## src/rtl/ps_fold.sv

```systemverilog
// Folded ASCON substitution layer: SBOX_PER_CYCLE S-boxes swept across the 64 columns
// of a 320-bit state. The inverse S-box mode exists only when PS_FOLD_INV_EN is defined.
//
//   state  | meaning
//   IDLE   | ready for a new state; st holds the previous result
//   RUN    | substituting group cnt of columns in place, one group per cycle
//   DONE   | result valid, held until the downstream accepts it
module ps_fold #(
  parameter int SBOX_PER_CYCLE = 8
) (
  input  logic             clock_i,
  input  logic             resetb_i,
  input  logic             valid_i,
  output logic             ready_o,
  input  logic [4:0][63:0] ps_i,
`ifdef PS_FOLD_INV_EN
  input  logic             inv_i,
`endif
  output logic             valid_o,
  input  logic             ready_i,
  output logic [4:0][63:0] ps_o,
  output logic             busy_o
);

  localparam int NB_STEPS = (SBOX_PER_CYCLE > 0) ? 64 / SBOX_PER_CYCLE : 1;
  localparam int CNT_W    = (NB_STEPS > 1) ? $clog2(NB_STEPS) : 1;
  localparam logic [CNT_W-1:0] LAST_STEP = CNT_W'(NB_STEPS - 1);
  localparam logic [63:0] GRP_MASK = {64{1'b1}} >> (64 - SBOX_PER_CYCLE);

  if ((SBOX_PER_CYCLE < 1) || (SBOX_PER_CYCLE > 64) ||
      ((SBOX_PER_CYCLE & (SBOX_PER_CYCLE - 1)) != 0)) begin : g_bad_param
    $error("ps_fold: SBOX_PER_CYCLE must be a power of 2 in 1..64");
  end

  typedef enum logic [1:0] {
    S_IDLE,
    S_RUN,
    S_DONE
  } state_t;

  state_t                  state_q, state_d;
  logic [CNT_W-1:0]        cnt_q, cnt_d;
  logic [4:0][63:0]        st_q, st_d;
  logic [5:0]              base;
  logic [4:0][SBOX_PER_CYCLE-1:0] grp_in, grp_out;
  logic [SBOX_PER_CYCLE-1:0][4:0] col_out;

  function automatic logic [4:0] sbox_fwd(input logic [4:0] x);
    logic [4:0] y;
    case (x)
      5'h00: y = 5'h04;  5'h01: y = 5'h0b;  5'h02: y = 5'h1f;  5'h03: y = 5'h14;
      5'h04: y = 5'h1a;  5'h05: y = 5'h15;  5'h06: y = 5'h09;  5'h07: y = 5'h02;
      5'h08: y = 5'h1b;  5'h09: y = 5'h05;  5'h0a: y = 5'h08;  5'h0b: y = 5'h12;
      5'h0c: y = 5'h1d;  5'h0d: y = 5'h03;  5'h0e: y = 5'h06;  5'h0f: y = 5'h1c;
      5'h10: y = 5'h1e;  5'h11: y = 5'h13;  5'h12: y = 5'h07;  5'h13: y = 5'h0e;
      5'h14: y = 5'h00;  5'h15: y = 5'h0d;  5'h16: y = 5'h11;  5'h17: y = 5'h18;
      5'h18: y = 5'h10;  5'h19: y = 5'h0c;  5'h1a: y = 5'h01;  5'h1b: y = 5'h19;
      5'h1c: y = 5'h16;  5'h1d: y = 5'h0a;  5'h1e: y = 5'h0f;  default: y = 5'h17;
    endcase
    return y;
  endfunction

`ifdef PS_FOLD_INV_EN
  logic inv_q, inv_d;

  function automatic logic [4:0] sbox_inv(input logic [4:0] x);
    logic [4:0] y;
    case (x)
      5'h00: y = 5'h14;  5'h01: y = 5'h1a;  5'h02: y = 5'h07;  5'h03: y = 5'h0d;
      5'h04: y = 5'h00;  5'h05: y = 5'h09;  5'h06: y = 5'h0e;  5'h07: y = 5'h12;
      5'h08: y = 5'h0a;  5'h09: y = 5'h06;  5'h0a: y = 5'h1d;  5'h0b: y = 5'h01;
      5'h0c: y = 5'h19;  5'h0d: y = 5'h15;  5'h0e: y = 5'h13;  5'h0f: y = 5'h1e;
      5'h10: y = 5'h18;  5'h11: y = 5'h16;  5'h12: y = 5'h0b;  5'h13: y = 5'h11;
      5'h14: y = 5'h03;  5'h15: y = 5'h05;  5'h16: y = 5'h1c;  5'h17: y = 5'h1f;
      5'h18: y = 5'h17;  5'h19: y = 5'h1b;  5'h1a: y = 5'h04;  5'h1b: y = 5'h08;
      5'h1c: y = 5'h0f;  5'h1d: y = 5'h0c;  5'h1e: y = 5'h10;  default: y = 5'h02;
    endcase
    return y;
  endfunction
`endif

  // First column of the group handled this step; always below 64.
  assign base = 6'(int'(cnt_q) * SBOX_PER_CYCLE);

  always_comb begin
    grp_in  = '0;
    grp_out = '0;
    col_out = '0;
    for (int w = 0; w < 5; w++) begin
      grp_in[w] = SBOX_PER_CYCLE'(st_q[w] >> base);
    end
    for (int j = 0; j < SBOX_PER_CYCLE; j++) begin
`ifdef PS_FOLD_INV_EN
      if (inv_q) begin
        col_out[j] = sbox_inv({grp_in[0][j], grp_in[1][j], grp_in[2][j], grp_in[3][j], grp_in[4][j]});
      end else begin
        col_out[j] = sbox_fwd({grp_in[0][j], grp_in[1][j], grp_in[2][j], grp_in[3][j], grp_in[4][j]});
      end
`else
      col_out[j] = sbox_fwd({grp_in[0][j], grp_in[1][j], grp_in[2][j], grp_in[3][j], grp_in[4][j]});
`endif
      for (int w = 0; w < 5; w++) begin
        grp_out[w][j] = col_out[j][4-w];
      end
    end
  end

  always_comb begin
    state_d = state_q;
    cnt_d   = cnt_q;
    st_d    = st_q;
`ifdef PS_FOLD_INV_EN
    inv_d   = inv_q;
`endif
    case (state_q)
      S_IDLE: begin
        if (valid_i) begin
          st_d    = ps_i;
          cnt_d   = '0;
          state_d = S_RUN;
`ifdef PS_FOLD_INV_EN
          inv_d   = inv_i;
`endif
        end
      end
      S_RUN: begin
        for (int w = 0; w < 5; w++) begin
          st_d[w] = (st_q[w] & ~(GRP_MASK << base)) | (64'(grp_out[w]) << base);
        end
        if (cnt_q == LAST_STEP) begin
          cnt_d   = '0;
          state_d = S_DONE;
        end else begin
          cnt_d   = cnt_q + 1'b1;
        end
      end
      S_DONE: begin
        if (ready_i) begin
          state_d = S_IDLE;
        end
      end
      default: state_d = S_IDLE;
    endcase
  end

  always_ff @(posedge clock_i) begin
    if (!resetb_i) begin
      state_q <= S_IDLE;
      cnt_q   <= '0;
      st_q    <= '0;
`ifdef PS_FOLD_INV_EN
      inv_q   <= 1'b0;
`endif
    end else begin
      state_q <= state_d;
      cnt_q   <= cnt_d;
      st_q    <= st_d;
`ifdef PS_FOLD_INV_EN
      inv_q   <= inv_d;
`endif
    end
  end

  // Handshake outputs come from the state register alone.
  assign ready_o = (state_q == S_IDLE);
  assign valid_o = (state_q == S_DONE);
  assign busy_o  = (state_q == S_RUN) || (state_q == S_DONE);
  assign ps_o    = st_q;

endmodule

```

## config.mk

```make
export PLATFORM = sky130hd
export DESIGN_NAME = ps_fold
export DESIGN_NICKNAME = d
export VERILOG_FILES = /design/src/rtl/ps_fold.sv
export SDC_FILE = /design/constraint.sdc
export NUM_CORES = 1
export LEC_CHECK = 0
export BUFFER_PORTS_ARGS = -buffer_cell sky130_fd_sc_hd__clkbuf_2
export CAP_MARGIN = 20
export CORE_AREA = 2 2 286 288
export DETAILED_ROUTE_END_ITERATION = 16
export DIE_AREA = 0 0 288 290
export GPL_ROUTABILITY_DRIVEN = 1
export GPL_TIMING_DRIVEN = 0
export PLACE_DENSITY = 0.47
export SLEW_MARGIN = 10
export SYNTH_ARGS = -nofsm -noshare
export SYNTH_HDL_FRONTEND = slang
export SYNTH_SLANG_ARGS = --single-unit
```

## constraint.sdc

```tcl
create_clock -name clock_i -period 9.9 [get_ports clock_i]
set_input_delay 1.98 -clock clock_i [delete_from_list [all_inputs] [get_ports clock_i]]
set_output_delay 1.98 -clock clock_i [all_outputs]
set_load 0.005 [all_outputs]
```

---- Word level (Yosys, flattened, before mapping) ----
Memory sizes are Yosys's and may differ from the RTL's.
Index checks and enable logic that the tools add are counted.
operators by class
  shift-type cells ........................ 11
  equal/unequal tests ..................... 6
  reductions and logical operators ........ 5
  multiplexer cells ....................... 9
  add/sub/neg operators ................... 1
  bitwise gates (word level) .............. 11
operators with widths
  cell                                                  number
  case mux 320 bit (2 select lines)                     1
  bitwise AND 64 bit                                    5
  two-way mux 320 bit                                   1
  OR 64 bit                                             5
  left shift 8 x 6 -> 64 bit                            5
  >> shifter 64 x 6 -> 8 bit                            5
  NOT 64 bit                                            1
  left shift 8 x 6 -> 64 bit (first input constant)     1
  two-way mux 2 bit                                     3
  two-way mux 3 bit                                     2
  case mux 2 bit (3 select lines)                       1
  case mux 3 bit (2 select lines)                       1
  != test 2 bit (second input constant)                 2
  adder 3 x 1 -> 3 bit (second input constant)          1
  equality test 3 bit (second input constant)           1
  AND reduction 3 bit                                   1
  equality test 2 x 1 -> 1 bit (second input constant)  1
  equality test 2 bit (second input constant)           1
  zero test 2 bit                                       1
  != test 2 x 1 -> 1 bit (second input constant)        1
  AND reduction 2 bit                                   1
  nonzero test 2 bit                                    1
  logical OR 1 bit                                      1
storage, ports and cells
  bits in read-only memories .............. 1,280
  register bits ........................... 325
  memories ................................ 8
  output and inout port bits .............. 323
memory list
  name              words  width  read ports  clocked after memory_dff  write ports  RTL line  source
  (name not given)  32     5      1           0                         0            50        case (x)
  (name not given)  32     5      1           0                         0            50
  (name not given)  32     5      1           0                         0            50
  (name not given)  32     5      1           0                         0            50
  (name not given)  32     5      1           0                         0            50
  (name not given)  32     5      1           0                         0            50
  +2 memories       n/a    n/a    n/a         n/a                       n/a          n/a

---- Logic depth before layout (Yosys ltp) ----
Gate-level depths: netlist of the first run.
  depth after elaboration ................. 5
  depth in mapped cells ................... 13
  gate-level depth less buffers ........... 8

---- Worst setup path after synthesis of the first run ----
No wires, ideal clock.
  kind .................................... input -> register
  from .................................... input valid_i
  to ...................................... register st_q (netlist bit ps_o[159])
  stages on the path ...................... 7
  buffers on the path ..................... 2
  library setup time ...................... 0.078 ns
  data required time ...................... 9.822 ns
  setup slack ............................. 6.472 ns
  data arrival time ....................... 3.350 ns
  path through ............................ nand2b_1 and2_1 clkbuf_1 nor2_1 clkbuf_1 a22oi_1 o22ai_1
between the ends
  longest elaborated chain between the ends .. 2
RTL lines
  what                                  RTL line  source
  start: declaration                    13        input logic valid_i,
  != test 2 bit (no source line)        n/a
  AND reduction 2 bit (no source line)  n/a
  end signal: assignment                157       st_q <= st_d;
  end: declaration                      43        logic [4:0][63:0] st_q, st_d;
No other way between the ends.
A chain may end at the register's enable or synchronous reset.

---- Worst setup path after layout of the first run ----
  from .................................... register cnt_q[1]
  to ...................................... register st_q (netlist bit ps_o[266])
between the ends
  longest elaborated chain between the ends .. 5
RTL lines
  what                                                                      RTL line  source
  start: declaration                                                        42        logic [CNT_W-1:0] cnt_q, cnt_d;
  start signal: assignment                                                  156       cnt_q <= cnt_d;
  >> shifter 64 x 6 -> 8 bit or left shift 8 x 6 -> 64 bit (tied branches)  90, 128
  memory read (32 x 5 bit) or NOT 64 bit (tied branches)                    n/a
  left shift 8 x 6 -> 64 bit or bitwise AND 64 bit (tied branches)          128       st_d[w] = (st_q[w] & ~(GRP_MASK << base)) | (64'(grp_out[w]) << base);
  OR 64 bit (*)                                                             128
  case mux 320 bit (2 select lines) (*)                                     115       case (state_q)
Every way passes the cells marked *; elsewhere a longest branch is shown, timed or not.

==> results of run 1 <==
-- registers in the layout, summed over array words and instances (netlist names) --
signal / cells
cnt_q: 3
ps_o: 320
state_q: 2
-- power breakdown --
group          switching, mW  leakage (nW)  internal (mW)
sequential              1.23          2.68           1.86
combinational           5.23          8.67           2.55
clock                  0.702         0.725          0.967
total                   7.16          12.1           5.37
-- per-stage QoR --
stage	util [%]	std cells	worst slack [ps]	area, µm²	hold slack (ps)
after global routing	37.6	4852	4250	30200	516
after floorplan	-	3053	6470	24000	468
after global placement	35.6	4759	4390	28600	479
final	37.6	4855	4270	30200	495
after detailed placement	35.7	4765	4520	28700	485
after CTS	37.6	4846	4470	30100	493
-- worst max-delay path: stages (launching register included) --
cell	delay (ps)
dfxtp_1	390
buf_2	320
buf_2	390
buf_2	460
buf_1	570
clkbuf_1	690
mux4_2	430
mux2i_1	410
ha_1	410
mux2i_2	860
a221oi_1	240
a311oi_1	320
-- cell families (layout without fill, tap and decap cells) --
| kind of cell | count (synthesis) | count (layout) | share of synthesized area [%] |
|---|---|---|---|
| adders and majority gates | 41 | 41 | 2.01 |
| DFF | 325 | 325 | 27.1 |
| and+or+nand+nor | 1064 | 1064 | 18.8 |
| AOI/OAI and AO/OA | 995 | 995 | 26.8 |
| buffers and inverters | 288 | 1025 | 5.09 |
| xor gates and xnor gates | 137 | 137 | 5.16 |
| muxes | 203 | 203 | 15.0 |
| other | 0 | 5 | 0 |
-- worst max path at each step --
stage | slack (ps) | startpoint | endpoint | cells after the start
2_1_floorplan | 6470 | valid_i | ps_o[159] | 7
6_report | 4270 | cnt_q[1] | ps_o[266] | 11
3_3_place_gp | 4390 | cnt_q[1] | ps_o[211] | 12
5_1_grt | 4250 | cnt_q[1] | ps_o[274] | 11
3_5_place_dp | 4520 | cnt_q[1] | ps_o[266] | 11
4_1_cts | 4470 | cnt_q[1] | ps_o[266] | 11
-- Yosys cell counts (all sizes together) --
cell type,instances
a211o,7
a211oi,8
a21boi,48
a21o,6
a21oi,187
a221oi,121
a22o,1
a22oi,53
a2bb2oi,6
a311oi,42
a31oi,42
a41oi,42
and2,3
buf,57
clkbuf,211
clkinv,3
dfxtp,325
ha,25
inv,17
maj3,16
mux2,17
mux2i,76
mux4,110
nand2,777
nand2b,1
nand3,74
nand3b,56
nand4,57
nor2,56
nor3,32
nor4,8
o211ai,69
o21a,8
o21ai,296
o221a,1
o221ai,7
o22ai,49
o31ai,2
xnor2,101
xor2,36
-- metal layers --
layer	vias up	track usage [%]
met5	-	0
met4	4	21.4
met3	476	9.40
met2	2090	57.9
met1	14600	46.0
li1	12800	-
-- layout make-up --
cell class | instances | area [µm²] | share of cell area, %
repair buffers | 656 | 3330 | 11.0
plain buffers | 268 | 1150 | 3.80
clock inverters | 13 | 108 | 0.357
well taps | 1060 | 1330 | 4.40
clock buffers | 68 | 1350 | 4.49
diodes | 5 | 12.5 | 0.0415
flip-flops and latches | 325 | 6510 | 21.6
inverters | 20 | 75.1 | 0.249
multi-input cells | 2440 | 16300 | 54.1
==> impl_metrics.tcl, run 1 <==
set metrics [dict create \
    hold_start "ps_o[200]" \
    nets 4104 \
    finalPower_mw 12.5 \
    hold_violations 0 \
    period_minus_slack_ps 5630 \
    ff2ff_setup_slack_ps 4270 \
    crit_path_end_kind "flip-flop" \
    final_cell_mix "nand2_1 (777), clkbuf_2 (647), dfxtp_1 (325), o21ai_0 (236), clkbuf_1 (220)" \
    core_area_mm2 0.0802 \
    cts-resized-gates 0 \
    syn_area_mm2 0.0240 \
    rr_endpoint "ps_o[266]" \
    layout_commonest_cell "nand2_1" \
    hold_class "flip-flop to flip-flop" \
    grtUsageTotal_pct 37.1 \
    cts_tree "yes" \
    drt-met1-wl_um 60700 \
    portBuffers 646 \
    grt_start_max_net_pins 12 \
    power.density_mw_per_mm2 415 \
    cp.arrival_ps 6140 \
    holdBufCountCts 0 \
    grt_antenna_before_repair 12 \
    cts_sinks 325 \
    route.detailed.drc 0 \
    num_io_pins 647 \
    route.met3.wl_um 18000 \
    ir_drop_mv 0.257 \
    rsz0062_at_grt "false" \
    finalSetupTns_ps 0 \
    highest_layer "met5" \
    period_share_pct 56.9 \
    grt_overflow 0 \
    hold_depth 2 \
    initial_core_util_pct 29.9 \
    drt_iter0_markers 3872 \
    routedWlPerCell_um 33.3 \
    r2r-start "cnt_q[1]" \
    clk_latency_ps 620 \
    drv_cap 0 \
    num_rows 104 \
    yosys_warnings 0 \
    synth_top_area_share_pct 27.1 \
    dr_wl_met2_um 72000 \
    critPathRequiredTime_ps 10420 \
    avgSynthCellArea_um2 7.86 \
    synth.distinct_cells 51 \
    wl_um 162000 \
    fin_skew_ps 45.1 \
    yosysTopAreaCell "dfxtp_1" \
    synth_area_leaders "dfxtp_1 (27%), nand2_1 (12%), mux4_2 (10%)" \
    layout-drive-gt1-share_pct 25.0 \
    worst-slew-pin-transition_ps 1260 \
    place_hpwl_um 128000 \
    synth_nets 3402 \
    postCtsSetupBuffers 0 \
    fmax_mhz 178 \
    routabilityCongestion 0.984 \
    rr_worst_depth 11 \
    clkTransAtPathRegs_ps 70 \
    postSynthCellCount 3053 \
    cts_inserted_buffers 44 \
    area_growth_pct 25.7 \
    critPathMaxFanout 10 \
    clock-root-buffer "clkbuf_16" \
    critPathKind "flip-flop to flip-flop" \
    hold_end "ps_o[200]" \
    ys_ff_latch 325 \
    clock_path_buffers 3 \
    firstDrtPassIters 6 \
    grt_pass1_wl_um 220000 \
    power_leakage_nw 12.1 \
    startpoint_type "flip-flop" \
    htree_levels 2 \
    grt_pass1_vias 28000 \
    antenna_left 0 \
    yosysSeqAreaShare_pct 27.1 \
    fp.dieW_um 288 \
    finalSetupViolCount 0 \
    viasPerCell 6.18 \
    drv_slew 0 \
    die_area_mm2 0.0835 \
    vias 30000 \
    maxSlewHeadroom_pct 16.0 \
    die-height_um 290 \
    fillers 8724 \
    status "complete, no violations" \
]
Note: power is estimated with default switching activity, not from simulation.
==> run 2: changes to the inputs <==
==> constraint.sdc (replaced) <==
create_clock -name clock_i -period 5.35 [get_ports clock_i]
set_input_delay 1.07 -clock clock_i [delete_from_list [all_inputs] [get_ports clock_i]]
set_output_delay 1.07 -clock clock_i [all_outputs]
set_load 0.005 [all_outputs]
==> run 2 against run 1 <==
Effect of this change:
- the flow now finishes with violations (setup timing)
- hold slack better by 1.3 ps
- first-iteration DRC count up 2.4%
- critical path depth unchanged
==> impl_metrics.tcl, run 2 (synthesis gave the netlist of run 1 again) <==
set metrics [dict create \
    firstDrtPassIters 9 \
    die-height_um 290 \
    die_area_mm2 0.0835 \
    viasPerCell 6.17 \
    final_cell_mix "nand2_1 (777), clkbuf_2 (647), dfxtp_1 (325), o21ai_0 (236), clkbuf_1 (220)" \
    finalPower_mw 23.3 \
    finalInstanceArea_mm2 0.0303 \
    grt_overflow 0 \
    routabilityCongestion 0.984 \
    p_switching_mw 13.3 \
    clk_latency_ps 620 \
    clockPowerShare_pct 13.2 \
    htree_levels 2 \
    nets 4104 \
    vias 30000 \
    period_share_pct 101 \
    initial_core_util_pct 29.9 \
    cts_sinks 325 \
    fillers 8714 \
    grtUsageTotal_pct 37.0 \
    failed_checks "setup timing" \
    cts_tree "yes" \
    maxSlewHeadroom_pct 17.0 \
    fin_util_pct 37.8 \
    crit_path_end_kind "flip-flop" \
    core_area_mm2 0.0802 \
    worst-slew-pin-transition_ps 1250 \
    route.detailed.drc 0 \
    cp.arrival_ps 5910 \
    grt_pass1_vias 27900 \
    startpoint_type "flip-flop" \
    routedWlPerCell_um 33.4 \
    drv_slew 0 \
    grt_pass1_wl_um 220000 \
    grt_start_max_net_pins 12 \
    place_area_mm2 0.0287 \
    power.density_mw_per_mm2 772 \
    cts_inserted_buffers 44 \
    hold_violations 0 \
    critPathKind "flip-flop to flip-flop" \
    layout-drive-gt1-share_pct 25.0 \
    area_growth_pct 26.1 \
    clock-root-buffer "clkbuf_16" \
    clock_path_buffers 3 \
    finalSetupTns_ps -107 \
    clkTransAtPathRegs_ps 70 \
    power_leakage_nw 12.1 \
    setup_slack_ps -45.4 \
    seqPwrFrac_pct 24.5 \
    place_hpwl_um 128000 \
    finalSetupViolCount 5 \
    num_rows 104 \
    status "finished with violations" \
    hold_class "flip-flop to flip-flop" \
    critPathRequiredTime_ps 5870 \
    largest_reg_flops 320 \
    num_io_pins 647 \
    p_int_mw 10.0 \
    rsz0062_at_grt "false" \
    wl_um 162000 \
    swShare_pct 57.0 \
    fp.dieW_um 288 \
    period_minus_slack_ps 5400 \
    fin_skew_ps 44.4 \
    ir_drop_mv 0.479 \
    portBuffers 646 \
    p_comb_share_pct 62.3 \
    critPathMaxFanout 10 \
    postCtsSetupBuffers 0 \
    drt_iter0_markers 3964 \
    layout_commonest_cell "nand2_1" \
    drv_cap 0 \
    antenna_left 0 \
    hold_ws_ps 497 \
    grt_antenna_before_repair 9 \
    fmax_mhz 185 \
]
run 2: per-layer routing:
metal	GRT usage [%]	routed length, µm	share of wire (%)	up-vias
met5	0	24	0.015	-
met4	20.5	10400	6.4	4
met3	9.39	17800	11	442
met2	58.3	72200	45	2102
met1	46.1	61500	38	14600
li1	-	-	-	12800
run 2: worst paths after layout:
| path | startpoint | endpoint | slack, ps | depth (start not counted) |
|---|---|---|---|---|
| max reg2reg | cnt_q[1] | ps_o[266] | -50 | 11 |
| min | state_q[0] | state_q[0] | 500 | 2 |
| min reg2reg | state_q[0] | state_q[0] | 500 | 2 |
| max | cnt_q[1] | ps_o[266] | -50 | 11 |
run 2: power groups by stage:
stage	clock network (mW)	registers, mW	logic (mW)
after floorplan	0	4.61	7.72
after global placement	0	5.65	13.6
after detailed placement	0	5.64	13.8
after CTS	3.08	5.59	13.8
after global routing	3.16	5.69	15.1
final	3.09	5.71	14.5
run 2: area by class of cell:
type	count	area, µm²	share of cell area (%)
antenna	5	12.5	0.0413
buffer	268	1150	3.79
clock buffer	68	1350	4.47
clock inverter	13	108	0.356
inverter	20	75.1	0.248
multi-input combinational	2440	16400	54.2
sequential	325	6510	21.5
tap	1060	1330	4.38
timing repair buffer	656	3330	11.0
run 2: what timing repair did:
| action | CTS | global route |
|---|---|---|
| hold buffers | 0 | 0 |
| endpoints found under the setup margin | 6 | 41 |
| resized for setup | 1 | 8 |
| hold endpoints to repair | 0 | 0 |
run 2: worst max-delay path, cell delays in order, from the launching register on:
cell and delay (ps):
dfxtp_1 390, buf_2 340, buf_2 400, buf_2 460, buf_1 570, clkbuf_1 700
mux4_2 430, mux2i_1 430, ha_1 420, mux2i_4 590, a221oi_1 220, a311oi_1 330
run 2: metrics by stage:
stage | worst slack, ps | instances
5_1_grt | 15.4 | 4852
3_3_place_gp | -157 | 4759
6_report | -45.4 | 4855
4_1_cts | 23.3 | 4846
2_1_floorplan | 2060 | 3053
3_5_place_dp | -25.2 | 4765
